**src/rtl/pipe_stage_reg_if.sv**
```systemverilog
// Handshake bundle for one pipeline stage register: upstream offer, downstream
// release and the hazard controls (stall/flush) that steer them.
interface pipe_stage_reg_if #(
  parameter int CTRL_W = 16,
  parameter int DATA_W = 64
);
  logic              in_valid;
  logic              in_ready;
  logic [CTRL_W-1:0] in_ctrl;
  logic [DATA_W-1:0] in_data;
  logic              out_valid;
  logic              out_ready;
  logic [CTRL_W-1:0] out_ctrl;
  logic [DATA_W-1:0] out_data;
  logic              stall;
  logic              flush;
  logic [1:0]        count;

  // The stage itself: consumes the offer and hazard controls, presents the held entry.
  modport slave (
    input  in_valid, in_ctrl, in_data, out_ready, stall, flush,
    output in_ready, out_valid, out_ctrl, out_data, count
  );

  // The surrounding pipeline: upstream producer, downstream consumer and hazard unit.
  modport master (
    output in_valid, in_ctrl, in_data, out_ready, stall, flush,
    input  in_ready, out_valid, out_ctrl, out_data, count
  );
endinterface

```
**src/rtl/pipe_stage_reg.sv**
```systemverilog
// Generic inter-stage pipeline register with valid/ready handshake, stall, flush
// and an optional skid entry that decouples in_ready from out_ready.
module pipe_stage_reg #(
  parameter int CTRL_W = 16,
  parameter int DATA_W = 64,
  parameter int SKID   = 0
) (
  input logic               clk,
  input logic               rst_n,
  pipe_stage_reg_if.slave   bus
);

  typedef enum logic [1:0] {
    ST_EMPTY = 2'd0,
    ST_ONE   = 2'd1,
    ST_FULL  = 2'd2
  } state_t;

  state_t            state_q, state_d;
  logic              out_valid_q, out_valid_d;
  logic [CTRL_W-1:0] out_ctrl_q, out_ctrl_d;
  logic [DATA_W-1:0] out_data_q, out_data_d;
  logic [CTRL_W-1:0] skid_ctrl_q, skid_ctrl_d;
  logic [DATA_W-1:0] skid_data_q, skid_data_d;
  logic [1:0]        count_q, count_d;
  logic              live_q, live_d;

  logic              in_ready_s;
  logic              accept_s;
  logic              release_s;

  // Handshake qualifiers; live_q keeps in_ready low until the first edge after reset.
  always_comb begin
    in_ready_s = 1'b0;
    if (SKID != 0) begin
      in_ready_s = live_q & (state_q != ST_FULL) & ~bus.stall & ~bus.flush;
    end else begin
      in_ready_s = live_q & ~bus.stall & ~bus.flush & (~out_valid_q | bus.out_ready);
    end
    accept_s  = bus.in_valid & in_ready_s;
    release_s = out_valid_q & bus.out_ready & ~bus.stall;
  end

  // Next-state and next-entry selection; flush outranks stall and release.
  always_comb begin
    state_d     = state_q;
    out_ctrl_d  = out_ctrl_q;
    out_data_d  = out_data_q;
    skid_ctrl_d = skid_ctrl_q;
    skid_data_d = skid_data_q;
    live_d      = 1'b1;

    if (bus.flush) begin
      state_d     = ST_EMPTY;
      out_ctrl_d  = {CTRL_W{1'b0}};
      skid_ctrl_d = {CTRL_W{1'b0}};
    end else begin
      case (state_q)
        ST_EMPTY: begin
          if (accept_s) begin
            state_d    = ST_ONE;
            out_ctrl_d = bus.in_ctrl;
            out_data_d = bus.in_data;
          end else begin
            state_d = ST_EMPTY;
          end
        end
        ST_ONE: begin
          if (accept_s && release_s) begin
            out_ctrl_d = bus.in_ctrl;
            out_data_d = bus.in_data;
          end else if (accept_s) begin
            // Only reachable with a skid entry: main is stuck, so park the newcomer.
            state_d     = ST_FULL;
            skid_ctrl_d = bus.in_ctrl;
            skid_data_d = bus.in_data;
          end else if (release_s) begin
            state_d    = ST_EMPTY;
            out_ctrl_d = {CTRL_W{1'b0}};
          end else begin
            state_d = ST_ONE;
          end
        end
        ST_FULL: begin
          if (release_s) begin
            state_d     = ST_ONE;
            out_ctrl_d  = skid_ctrl_q;
            out_data_d  = skid_data_q;
            skid_ctrl_d = {CTRL_W{1'b0}};
          end else begin
            state_d = ST_FULL;
          end
        end
        default: begin
          state_d    = ST_EMPTY;
          out_ctrl_d = {CTRL_W{1'b0}};
        end
      endcase
    end

    out_valid_d = (state_d != ST_EMPTY);
    count_d     = state_d;
  end

  // Stage state; reset clears every entry immediately without a clock.
  always_ff @(posedge clk or negedge rst_n) begin
    if (!rst_n) begin
      state_q     <= ST_EMPTY;
      out_valid_q <= 1'b0;
      out_ctrl_q  <= {CTRL_W{1'b0}};
      out_data_q  <= {DATA_W{1'b0}};
      skid_ctrl_q <= {CTRL_W{1'b0}};
      skid_data_q <= {DATA_W{1'b0}};
      count_q     <= 2'd0;
      live_q      <= 1'b0;
    end else begin
      state_q     <= state_d;
      out_valid_q <= out_valid_d;
      out_ctrl_q  <= out_ctrl_d;
      out_data_q  <= out_data_d;
      skid_ctrl_q <= skid_ctrl_d;
      skid_data_q <= skid_data_d;
      count_q     <= count_d;
      live_q      <= live_d;
    end
  end

  assign bus.in_ready  = in_ready_s;
  assign bus.out_valid = out_valid_q;
  assign bus.out_ctrl  = out_ctrl_q;
  assign bus.out_data  = out_data_q;
  assign bus.count     = count_q;

endmodule
```
**src/flat_wrapper.sv**
```systemverilog
// flat-port wrapper written by rule: the top's interface ports become plain ports
module pipe_stage_reg_flat 
#(
  parameter int CTRL_W = 16,
  parameter int DATA_W = 64,
  parameter int SKID   = 0
)
  (clk, rst_n, bus_in_valid, bus_in_ctrl, bus_in_data, bus_out_ready, bus_stall, bus_flush, bus_in_ready, bus_out_valid, bus_out_ctrl, bus_out_data, bus_count);
  pipe_stage_reg_if #(.CTRL_W(CTRL_W), .DATA_W(DATA_W)) bus_i ();
  input logic clk;
  input logic rst_n;
  input wire logic [$bits(bus_i.in_valid)-1:0] bus_in_valid;
  input wire logic [$bits(bus_i.in_ctrl)-1:0] bus_in_ctrl;
  input wire logic [$bits(bus_i.in_data)-1:0] bus_in_data;
  input wire logic [$bits(bus_i.out_ready)-1:0] bus_out_ready;
  input wire logic [$bits(bus_i.stall)-1:0] bus_stall;
  input wire logic [$bits(bus_i.flush)-1:0] bus_flush;
  output wire logic [$bits(bus_i.in_ready)-1:0] bus_in_ready;
  output wire logic [$bits(bus_i.out_valid)-1:0] bus_out_valid;
  output wire logic [$bits(bus_i.out_ctrl)-1:0] bus_out_ctrl;
  output wire logic [$bits(bus_i.out_data)-1:0] bus_out_data;
  output wire logic [$bits(bus_i.count)-1:0] bus_count;
  assign bus_i.in_valid = bus_in_valid;
  assign bus_i.in_ctrl = bus_in_ctrl;
  assign bus_i.in_data = bus_in_data;
  assign bus_i.out_ready = bus_out_ready;
  assign bus_i.stall = bus_stall;
  assign bus_i.flush = bus_flush;
  assign bus_in_ready = bus_i.in_ready;
  assign bus_out_valid = bus_i.out_valid;
  assign bus_out_ctrl = bus_i.out_ctrl;
  assign bus_out_data = bus_i.out_data;
  assign bus_count = bus_i.count;
  pipe_stage_reg #(.CTRL_W(CTRL_W), .DATA_W(DATA_W), .SKID(SKID)) u_core (.clk(clk), .rst_n(rst_n), .bus(bus_i));
endmodule
```
**config.mk**
```make
export PLATFORM = sky130hd
export DESIGN_NAME = pipe_stage_reg_flat
export DESIGN_NICKNAME = d
export VERILOG_FILES = /design/src/rtl/pipe_stage_reg_if.sv /design/src/rtl/pipe_stage_reg.sv /design/src/flat_wrapper.sv
export SDC_FILE = /design/constraint.sdc
export NUM_CORES = 1
export LEC_CHECK = 0
export ABC_AREA = 1
export CAP_MARGIN = 10
export CORE_MARGIN = 2
export CORE_UTILIZATION = 35
export CTS_CLUSTER_DIAMETER = 60
export DETAILED_ROUTE_END_ITERATION = 8
export PLACE_DENSITY = 0.6
export RECOVER_POWER = 50
export SYNTH_ARGS = -nofsm -noshare
export SYNTH_HDL_FRONTEND = slang
export SYNTH_SLANG_ARGS = --single-unit
```
**constraint.sdc**
```tcl
create_clock -name clk -period 1.8 [get_ports clk]
set_input_delay 0.18 -clock clk [delete_from_list [all_inputs] [get_ports clk]]
set_output_delay 0.18 -clock clk [all_outputs]
set_load 0.01 [all_outputs]
```
# After elaboration in Yosys (flattened, before gate mapping)

Cells that the tools add are included.
Widths: inputs -> output; s select.

Register bits: 164
Input bits: 86
Output and inout bits: 84
Word-level logic and storage cells: 59

Muxes and demuxes: 21
Reduce and logical (&&, ||, !) cells: 9
Bitwise logic cells: 11
Equality and inequality tests: 11

Operators by type and width:

| cell               | count |
|---|---|
| $mux 64            | 3 |
| $pmux 64 s3        | 1 |
| $mux 16            | 8 |
| $pmux 16 s3        | 1 |
| $pmux 16 s2        | 1 |
| $reduce_and 4->1   | 3 |
| $ne 3x2->1 const B | 3 |
| $mux 2             | 4 |
| $and 1x1->1        | 6 |
| $ne 2x1->1 const B | 3 |
| $pmux 2 s3         | 1 |
| $reduce_bool 3->1  | 2 |
| $reduce_and 5->1   | 1 |
| $ne 4x2->1 const B | 1 |
| $ne 4x4->1 const B | 1 |
| $not 1->1          | 4 |
| $ne 3x3->1 const B | 1 |
| $eq 2x1->1 const B | 1 |
| $eq 2x2->1 const B | 1 |
| $logic_not 2->1    | 1 |
| $mux 1             | 2 |
| $reduce_bool 2->1  | 1 |
| $logic_and 1x1->1  | 1 |
| $or 1x1->1         | 1 |

# Logic depth before layout (Yosys ltp)

Depth in word-level cells: 10
Depth in mapped cells: 11
Gate-level depth less buffers: 10

# Least setup slack after synthesis

No wires, ideal clock.

Kind: reg2reg
From: register u_core.state_q[1]
To: register u_core.out_ctrl_q[10] (netlist: u_core.bus.out_ctrl[10])
Arrival: 1,463 ps
Clock period less this slack: 1,580 ps
Required time: 1,684 ps
Path buffers: 2
Cell stages (with the launch flop): 11
Library setup time: 116 ps
Slack: 220 ps
Cell sequence: dfrtp_1 > inv_2 > nor2_4 > o21ai_2 > nor2_4 > nor2_1 > and2_1 > buf_4 > buf_6 > nand2_1 > nand2_1

Cells in the longest elaborated chain, start to end: 3
Elaborated cells between the ends (all ways): 10
Classes of those cells: eq/ne (6); mux (2); reduce/logical (2)

Ends and longest elaborated chain:

| element                                                      | RTL line              | text |
|---|---|---|
| start, declared                                              | pipe_stage_reg.sv:19  | `state_t state_q, state_d;` |
| start signal, assigned                                       | pipe_stage_reg.sv:117 | `state_q <= state_d;` |
| $eq 2x1->1 (tied with other cells)                           | pipe_stage_reg.sv:58  | `case (state_q)` |
| $ne 4x4->1 (no line) (tied with other cells)                 | -                     |  |
| $reduce_and 4->1 (no line) / $mux 16 (equally long branches) | -                     |  |
| end signal, assigned                                         | pipe_stage_reg.sv:110 | `out_ctrl_q <= {CTRL_W{1'b0}};` |
| end signal, assigned                                         | pipe_stage_reg.sv:119 | `out_ctrl_q <= out_ctrl_d;` |
| end, declared                                                | pipe_stage_reg.sv:21  | `logic [CTRL_W-1:0] out_ctrl_q, out_ctrl_d;` |

Parallel ways exist; a longest one is shown, timed or not.
A chain may end at the register's enable or synchronous reset.

# Worst setup path after layout

From: input bus_stall
To: output bus_in_ready

Cells in the longest elaborated chain, start to end: 4

Ends and longest elaborated chain:

| element                  | RTL line             | text |
|---|---|---|
| start, declared          | flat_wrapper.sv:16   | `input wire logic [$bits(bus_i.stall)-1:0] bus_stall;` |
| $not 1->1                | pipe_stage_reg.sv:38 | `in_ready_s = live_q & ~bus.stall & ~bus.flush & (~out_valid_q \| bus.out_ready);` |
| $and 1x1->1 (3 in a row) | pipe_stage_reg.sv:38 |  |
| end, declared            | flat_wrapper.sv:18   | `output wire logic [$bits(bus_i.in_ready)-1:0] bus_in_ready;` |

No other way between the ends.

==> impl_metrics.toml <==
[status]
status = "complete, no violations"

[floorplanning]
die_h_um = 153.5
io-pin-count = 170
die-area_mm2 = 0.02355
placementRows = 54
core_area_mm2 = 0.02189
die_w_um = 153.5
start_util_pct = 35.71

[route]
drtPass1Iterations = 5
wirelength_um = 20770
dr_wl_met2_um = 9878
vias = 6866
wl_per_cell_um = 14.66
ant_nets = 0
highest_layer = "met4"
via_per_inst = 4.845
dr_wl_met3_um = 1303
drt_iter0_markers = 365
drc = 0
m1WireLength_um = 9412

[sta]
rsz0062_at_grt = "false"
fin_skew_ps = 10.65
max_freq_mhz = 587.1
period_share_pct = 94.63
worst_pin_slew_ps = 642.6
setup_viol = 0
maxSlewHeadroom_pct = 57.16
drv_slew = 0
fin_crit_ps = 1703
whs_ps = 251.4
final_hold_viol_count = 0

[final_layout]
fillers = 2151
nets = 1211
drive_above_1_share_pct = 7.388
layout_commonest_cell = "nand2_1"
mostFrequentLayoutCells = "nand2_1, dfrtp_1, clkdlybuf4s50_1"
diodes = 0
area_growth_pct = 34.54
final_util_pct = 48.05
multi_input_area_mm2 = 0.003088
seq_area_mm2 = 0.004104

[pwr]
clkPwrFrac_pct = 34.1
powerDensity_mw_per_mm2 = 975.0
seqPwrFrac_pct = 44.6
internal_power_mw = 7.465
p_comb_share_pct = 21.3
leakage_nw = 5.171
p_switching_mw = 2.790
peakVddDrop_mv = 0.5564
swShare_pct = 27.21

[placed_design]
gp_congestion = 0.7614
io_buffers = 169
dp_hpwl_um = 13920

[synth]
synth.distinct_cells = 29
ys_warn_count = 0
synth_nets = 1053
ys_seq_area_share_pct = 52.50
ys_ff_latch = 164
postSynthCellCount = 967
synth_area_mm2 = 0.007817
synth_area_per_cell_um2 = 8.084

[critical_path]
critPathMaxFanout = 3
worst-setup-path-type = "input port to primary output"
reg2reg_depth = 9
r2r_slack_ps = 200
crit_chain = "dlygate4sd3_1 -> nor2_4 -> buf_4 -> nand3_4 -> inv_1 -> dlygate4sd2_1"
endpoint_kind = "primary output"
crit_required_ps = 1620
worstPathArrival_ps = 1520
slowest_stage = "dlygate4sd3_1"
startpoint_type = "input port"
cp_slowest_stage_delay_ps = 630
reg2reg_to = "u_core.bus.out_ctrl[6]"
rr_startpoint = "u_core.bus.out_valid"

[grt]
grt_max_degree = 67
grt_usage_pct = 18.44
grt_overflow = 0
grt_first_pass_wirelength_um = 35350
grt_pass1_vias = 6826
grt_antenna_before_repair = 0

[cts]
cts-root-buf = "clkbuf_16"
cts_tree = "done"
htreeDepth = 4
cts.sinks = 164
cts_made_buffers = 17
insertion_delay_ps = 420
clk_path_buf_depth = 2
clk_pin_slew_ps = 60

[flow_run]
maxCapViolations = 0

[hold_path]
hp-class = "input port to async pin"
-- critical path: cells and delay by family --
kind | cells | cell delay [ps]
buf+inv | 4 | 1110
simple gates | 2 | 220
-- metrics by stage --
step	total power, mW	worst slack (ps)	area [um^2]	TNS [ps]	instances
final	10.25	96.69	10520	0	1417
after global routing	10.84	9.481	10520	0	1417
after CTS	10.51	100.5	10560	0	1417
after detailed placement	6.961	-172.3	9985	-16620	1385
after global placement	6.931	-147.4	9985	-12570	1385
after floorplan	5.463	220.4	7818	0	967
-- worst max-delay path by stage --
stage,depth (start not counted),end,slack (ps),startpoint
after floorplan,10,u_core.bus.out_ctrl[10],220,u_core.state_q[1]
after global placement,8,u_core.bus.out_data[25],-150,bus_out_ready
after detailed placement,11,u_core.bus.out_data[25],-170,bus_stall
after CTS,1,bus_count[0],100,u_core.state_q[0]
after global routing,8,u_core.bus.out_ctrl[14],9,u_core.state_q[0]
final,6,bus_in_ready,100,bus_stall
-- routing by layer --
layer | vias to the layer above | global-route usage, %
met5 | - | 0
met4 | 0 | 4.500
met3 | 13 | 4.451
met2 | 196 | 30.38
met1 | 3210 | 24.59
li1 | 3447 | -
-- power groups by stage --
stage | combinational (mW) | sequential (mW) | clock [mW]
final | 2.18 | 4.57 | 3.50
after floorplan | 0.665 | 4.80 | 0
after detailed placement | 2.31 | 4.65 | 0
after CTS | 2.32 | 4.59 | 3.60
after global routing | 2.43 | 4.65 | 3.76
after global placement | 2.28 | 4.65 | 0
-- timing repair --
| item | in CTS | in global routing |
|---|---|---|
| hold buffers | 1 | 0 |
| setup buffers | 0 | 0 |
| resized for setup | 2 | 0 |
| hold endpoints to repair | 42 | 0 |
| setup endpoints to repair | 1 | 0 |
-- cell usage after synthesis (all sizes together) --
| cell | number | share of area, % |
|---|---|---|
| nand4 | 81 | 6.6 |
| nand3b | 16 | 1.5 |
| and2 | 1 | 0.080 |
| inv | 72 | 3.5 |
| nand3 | 19 | 1.5 |
| nor2 | 20 | 1.6 |
| clkbuf | 17 | 0.82 |
| clkinv | 1 | 0.048 |
| buf | 51 | 3.9 |
| dfrtp | 164 | 52 |
| a21oi | 10 | 0.93 |
| conb | 1 | 0.048 |
| nor3 | 1 | 0.064 |
| o21ai | 123 | 7.9 |
| nand2 | 390 | 19 |
-- registers in the layout (all words and copies together) (netlist names) --
name	count
u_core.bus.out_ctrl	16
u_core.bus.out_data	64
u_core.live_q	1
u_core.skid_data_q	64
u_core.state_q	2
u_core.skid_ctrl_q	16
u_core.bus.out_valid	1
-- layout make-up --
type / instances / share of cell area [%]
well taps: 280 / 3.331
clock inverters: 10 / 1.035
clock buffers: 21 / 4.283
inverters: 73 / 2.605
flip-flops and latches: 164 / 39.02
multi-input cells: 662 / 29.36
repair buffers: 207 / 20.37
-- logic make-up after synthesis --
| family | Yosys count | synth area share (%) |
|---|---|---|
| AOI/OAI and AO/OA | 133 | 8.851 |
| buffers and inverters | 141 | 8.227 |
| DFF | 164 | 52.50 |
| other | 1 | 0.04797 |
| and+or+nand+nor | 528 | 30.38 |
(Power assumes the default switching activity.)
